[config.mk]
export PLATFORM = sky130hd
export DESIGN_NAME = add_pipe
export DESIGN_NICKNAME = d
export VERILOG_FILES = /design/src/rtl/add_pipe_pkg.sv /design/src/rtl/add_pipe_stage.sv /design/src/rtl/add_pipe.sv
export SDC_FILE = /design/constraint.sdc
export NUM_CORES = 1
export LEC_CHECK = 0
export BUFFER_PORTS_ARGS = -buffer_cell sky130_fd_sc_hd__buf_2
export CAP_MARGIN = 30
export CELL_PAD_IN_SITES_DETAIL_PLACEMENT = 0
export CELL_PAD_IN_SITES_GLOBAL_PLACEMENT = 1
export CORE_ASPECT_RATIO = 1.25
export CORE_MARGIN = 2
export CORE_UTILIZATION = 40
export DETAILED_ROUTE_END_ITERATION = 10
export GPL_ROUTABILITY_DRIVEN = 0
export HOLD_SLACK_MARGIN = 0.02
export PLACE_DENSITY = 0.79
export SLEW_MARGIN = 10
export SYNTH_ARGS = -nofsm -noshare
export SYNTH_HDL_FRONTEND = slang
export SYNTH_SLANG_ARGS = --single-unit
[constraint.sdc]
create_clock -name clk -period 3.03 [get_ports clk]
set_input_delay 0.1515 -clock clk [delete_from_list [all_inputs] [get_ports clk]]
set_output_delay 0.1515 -clock clk [all_outputs]
set_load 0.03 [all_outputs]
[src/rtl/add_pipe_pkg.sv]
// Shared definitions for the pipelined carry/borrow adder (add_pipe).
package add_pipe_pkg;

    // Encoding of the sub input
    localparam logic ADD_MODE_ADD = 1'b0;
    localparam logic ADD_MODE_SUB = 1'b1;

    // Width of the carry-chain slice handled by each pipeline stage
    function automatic int chunk_w(input int w, input int stages);
        return w / stages;
    endfunction

endpackage

[src/rtl/add_pipe_stage.sv]
// One slice of the pipelined adder: a CHUNK-bit adder with its result,
// carry and valid registers. The slice loads only when its advance input is set.
module add_pipe_stage
    import add_pipe_pkg::*;
#(
    parameter int CHUNK = 4
) (
    input  logic             clk,
    input  logic             rst_n,
    input  logic             adv,
    input  logic             vld_in,
    input  logic [CHUNK-1:0] a,
    input  logic [CHUNK-1:0] b,
    input  logic             cin,
    output logic [CHUNK-1:0] sum_p,
    output logic             cout_p,
    output logic             vld_p
);

    logic [CHUNK:0] total;

    assign total = {1'b0, a} + {1'b0, b} + {{CHUNK{1'b0}}, cin};

    // Occupancy flag: follows the upstream valid whenever this slice advances
    always_ff @(posedge clk or negedge rst_n) begin
        if (!rst_n)   vld_p <= 1'b0;
        else if (adv) vld_p <= vld_in;
    end

    // Slice result and carry: captured only when a real operation moves in
    always_ff @(posedge clk or negedge rst_n) begin
        if (!rst_n) begin
            sum_p  <= '0;
            cout_p <= 1'b0;
        end else if (adv && vld_in) begin
            sum_p  <= total[CHUNK-1:0];
            cout_p <= total[CHUNK];
        end
    end

endmodule

[src/rtl/add_pipe.sv]
// Pipelined add/subtract with carry/borrow in and out and valid/ready on both
// sides. The carry chain is cut into STAGES equal slices, one register each.
// Optional macro ADD_PIPE_OVF_EN adds the signed-overflow output ovf.
module add_pipe
    import add_pipe_pkg::*;
#(
    parameter int WIREWIDTH = 7,
    parameter int STAGES    = 2
) (
    input  logic             clk,
    input  logic             rst_n,
    input  logic             in_valid,
    output logic             in_ready,
    input  logic             sub,
    input  logic             ci,
    input  logic [WIREWIDTH:0] op1,
    input  logic [WIREWIDTH:0] op2,
    output logic             out_valid,
    input  logic             out_ready,
    output logic [WIREWIDTH:0] res,
    output logic             co
`ifdef ADD_PIPE_OVF_EN
    ,
    output logic             ovf
`endif
);

    localparam int W     = WIREWIDTH + 1;
    localparam int CHUNK = chunk_w(W, STAGES);

    if (STAGES < 1 || (W % STAGES) != 0) begin : g_bad_cfg
        $error("add_pipe: data width must split evenly into STAGES slices");
    end

    // Subtraction is op1 + ~op2 + !ci; the borrow is the inverted final carry
    logic [W-1:0] b_eff;
    logic         c_eff;

    assign b_eff = (sub == ADD_MODE_ADD) ? op2 : ~op2;
    assign c_eff = (sub == ADD_MODE_SUB) ? ~ci : ci;

    logic [STAGES-1:0]            vld;
    logic [STAGES-1:0]            adv;
    logic [STAGES-1:0]            cry;
    logic [STAGES-1:0][CHUNK-1:0] sum;
    logic                         nxt;

    // Advance chain: a slice moves when it is empty or its successor moves,
    // so bubbles collapse even while the consumer stalls
    always_comb begin
        nxt = out_ready;
        adv = '0;
        for (int k = STAGES - 1; k >= 0; k--) begin
            adv[k] = !vld[k] || nxt;
            nxt    = adv[k];
        end
    end

    for (genvar k = 0; k < STAGES; k++) begin : g_stage
        logic [W-1:0]     a_p, b_p, acc_p, res_full;
        logic             sub_p;
        logic [W-1:0]     a_in, b_in, acc_in;
        logic             sub_in, c_in, v_in;
        logic [CHUNK-1:0] a_c, b_c;

        if (k == 0) begin : g_first
            assign a_in   = op1;
            assign b_in   = b_eff;
            assign acc_in = '0;
            assign sub_in = sub;
            assign c_in   = c_eff;
            assign v_in   = in_valid;
            assign a_c    = op1[CHUNK-1:0];
            assign b_c    = b_eff[CHUNK-1:0];
        end else begin : g_next
            assign a_in   = g_stage[k-1].a_p;
            assign b_in   = g_stage[k-1].b_p;
            assign acc_in = g_stage[k-1].res_full;
            assign sub_in = g_stage[k-1].sub_p;
            assign c_in   = cry[k-1];
            assign v_in   = vld[k-1];
            assign a_c    = g_stage[k-1].a_p[k*CHUNK +: CHUNK];
            assign b_c    = g_stage[k-1].b_p[k*CHUNK +: CHUNK];
        end

        add_pipe_stage #(.CHUNK(CHUNK)) u_stage (
            .clk    (clk),
            .rst_n  (rst_n),
            .adv    (adv[k]),
            .vld_in (v_in),
            .a      (a_c),
            .b      (b_c),
            .cin    (c_in),
            .sum_p  (sum[k]),
            .cout_p (cry[k]),
            .vld_p  (vld[k])
        );

        // Skew registers: pending operands, finished low slices and mode bit
        always_ff @(posedge clk or negedge rst_n) begin
            if (!rst_n) begin
                a_p   <= '0;
                b_p   <= '0;
                acc_p <= '0;
                sub_p <= 1'b0;
            end else if (adv[k] && v_in) begin
                a_p   <= a_in;
                b_p   <= b_in;
                acc_p <= acc_in;
                sub_p <= sub_in;
            end
        end

        // Result so far: finished low slices plus this slice's sum
        always_comb begin
            res_full                   = acc_p;
            res_full[k*CHUNK +: CHUNK] = sum[k];
        end

        // The slot of acc_p under this slice is always replaced by sum[k]
        logic unused_acc;
        assign unused_acc = ^acc_p[k*CHUNK +: CHUNK];

        if (k == STAGES - 1) begin : g_last
            logic unused_skew;
            assign unused_skew = ^{a_p, b_p};
        end
    end

    assign in_ready  = adv[0];
    assign out_valid = vld[STAGES-1];
    assign res       = g_stage[STAGES-1].res_full;
    assign co        = cry[STAGES-1] ^ g_stage[STAGES-1].sub_p;

`ifdef ADD_PIPE_OVF_EN
    // With b already inverted for subtract, one rule covers both modes:
    // operands of equal sign producing a result of the other sign
    logic a_msb, b_msb;

    assign a_msb = g_stage[STAGES-1].a_p[W-1];
    assign b_msb = g_stage[STAGES-1].b_p[W-1];
    assign ovf   = (a_msb == b_msb) && (res[W-1] != a_msb);
`endif

endmodule

==> reports/metrics.cfg <==
[global_route]
grt_max_degree=27
top_usage_layer=met2
grt_pass1_wl_mm=4.236
met2_usage_pct=26.27
gr-usage-met1_pct=14.43
grt_pass1_vias=994
use_met3_pct=2.799
grt_overflow=0
antenna_found_initial=0
grt_usage_pct=13.95

[timing]
slew_headroom_pct=61.97
setup_tns_ns=0
worstMarginPinSlew_ns=0.5704
fin_crit_ns=1.674
whs_ns=0.1085
setup_viol=0
fin_crit_sh_pct=55.23
fin_ws_ns=1.356
maxSlewViolCount=0
skew_ns=0.006481
hold_viol=0
rsz0062_at_grt=false
max_freq_mhz=597.5

[clocking]
cts_buffer_depth=2
cts_tree=built
clk_pin_slew_ns=0.08
worstSkewPairLatency_ns=0.27
cts_made_buffers=3
h-tree-depth=1
root_buffer=clkbuf_8
clock-sinks=26

[layout]
drive_above_1_share_pct=34.48
n_antenna_cell=0
fillers=317
utilization_pct=49.38
multi_input_area_um2=658.1
final_cell_mix=32 x buf_2, 26 x dfrtp_1, 17 x o21ai_0, 10 x mux2_2, 8 x xor2_1
seqCellArea_um2=650.6
nNetsFinal=179
final_common_cell=buf_2
area_growth_pct=16.91

[yosys]
ys_async_sr_fraction_pct=100.0
synth_area_um2=1361
synth_warnings=0
yosysTopAreaCell=dfrtp_1
ys_seq_elements=26
synth_edf_count=0
syn_inst=112
seq_area_frac_synth_pct=47.79
synth.distinct_cells=23
ys_dominant_reg_cell=dfrtp_1
synth.avg_cell_area_um2=12.15
yosys.area.top_type_share_pct=47.79
ys_top_cells_by_area=dfrtp_1 48%, mux2_2 8.3%, o21ai_0 6.3%
synthesis.nets=144

[pwr]
total_leakage_power_nw=0.7642
vdd_drop_max_mv=0.3272
p_per_area_nw_per_um2=689.7

[min_path]
whs_path_depth=2
hold_end=g_stage[0].a_p[5]$_DFFE_PN0P_
min_from=op1[5]
hp-class=input port to flip-flop

[status]
status=completed

[worst_setup_path]
end_kind=flip-flop
cp_num_cells=7
path_cells=buf_2 > xor2_1 > fa_1 > fa_1 > a21o_1 > a21oi_1 > o21ai_0
cp.required_ns=3.17
reg2reg_from=g_stage[0].a_p[4]$_DFFE_PN0P_
slowest_stage=fa_1
cp_slowest_stage_delay_ns=0.45
path_buf_inv=1
crit_top_cell=fa_1
rr_endpoint=g_stage[1].u_stage.sum_p[1]$_DFFE_PN0P_
reg2reg_depth=4
path_class=input port to flip-flop
critical_path.max_fanout=10
r2r_setup_slack_ns=1.42
path_delay_family=adder cells
arrival_ns=1.82
critPathLaunchType=input port

[die]
fp.coreArea_um2=3223
io_pins=33
std_cell_rows=23
die_y_um=69.23
die_x_um=56.18
die-area_um2=3889
start_util_pct=42.24

[route]
drt-vias-per-instance=5.104
routedWlPerCell_um=13.40
vias=929
final_antenna_net_count=0
drt_first_pass_iters=4
drc=0
drt_iter0_drc=14
finalWirelength_mm=2.438

[placed_design]
dp_slack_ns=1.063
io_buffers=32
dpl.hpwl_mm=1.912

[flow_run]
cap_violations=0

==> state kept, by name, summed over array words and instances (netlist names) <==
| name | flops |
|---|---|
| g_stage.u_stage.cout_p | 2 |
| g_stage.a_p | 4 |
| g_stage.acc_p | 4 |
| g_stage.b_p | 4 |
| g_stage.u_stage.vld_p | 2 |
| g_stage.u_stage.sum_p | 8 |
| g_stage.sub_p | 2 |
==> cell families after synthesis <==
kind of cell	synth area share [%]
and+or+nand+nor	6.434
DFF	47.79
xor gates and xnor gates	7.721
buffers and inverters	3.860
muxes	11.58
adders and majority gates	11.40
AOI/OAI and AO/OA	11.21
==> cell usage after synthesis, types with 2 or more instances <==
master and count:
nand2_1 3, fa_1 4, a21oi_1 6, mux2_4 3
xor2_1 8, xnor2_1 4, nor2b_1 2, dfrtp_1 26
and3b_1 3, o31ai_1 2, mux2_2 10, o21ai_0 17
ha_1 6, nand3_1 2, buf_6 2, inv_1 5
a21boi_0 2, nor3_1 2
==> stage by stage <==
step                area, um2  total power, W  cells
floorplan                1361       0.0007993    112
global placement         1540       0.0009108    178
detailed placement       1540       0.0009261    178
CTS                      1592        0.001114    182
global route             1592        0.001178    182
finish                   1592        0.001098    182
==> how the worst max path moves through the flow <==
stage	from	to	slack, ns
detailed placement	sub	g_stage[0].u_stage.cout_p$_DFFE_PN0P_	1.06
finish	sub	g_stage[0].u_stage.cout_p$_DFFE_PN0P_	1.36
global route	sub	g_stage[0].u_stage.cout_p$_DFFE_PN0P_	1.27
global placement	sub	g_stage[0].u_stage.cout_p$_DFFE_PN0P_	1.11
floorplan	sub	g_stage[0].u_stage.cout_p$_DFFE_PN0P_	1.19
CTS	sub	g_stage[0].u_stage.cout_p$_DFFE_PN0P_	1.35
==> worst register-to-register path, stage by stage, from the launching register on <==
cell	delay (ns)
dfrtp_1	0.40
fa_1	0.47
inv_1	0.09
fa_1	0.40
o21ai_0	0.17
==> power by group <==
part / leakage, nW / internal, W / switching, W
logic: 0.435 / 0.000169 / 0.000252
registers: 0.307 / 0.000441 / 0.0000483
clock network: 0.0216 / 0.0000889 / 0.0000984
total: 0.764 / 0.000699 / 0.000398
==> routing by layer <==
layer | vias to the layer above | routed length, um
met5 | - | 0
met2 | 25 | 1332
met3 | 5 | 107
met1 | 447 | 948
li1 | 452 | -
met4 | 0 | 50
==> cell type report <==
class	count	share of cell area (%)
Timing Repair Buffer	33	10.69
Inverter	6	1.572
Clock buffer	3	2.594
Tap cell	37	2.909
Sequential cell	26	40.88
Multi-Input combinational cell	77	41.35
==> timing repair <==
| item | CTS | global route |
|---|---|---|
| buffers inserted | 0 | 0 |
| resized for setup | 0 | 0 |
| hold endpoints to repair | 26 | 0 |
| hold buffers | 1 | 0 |
Power figures use the tool's default switching activity.
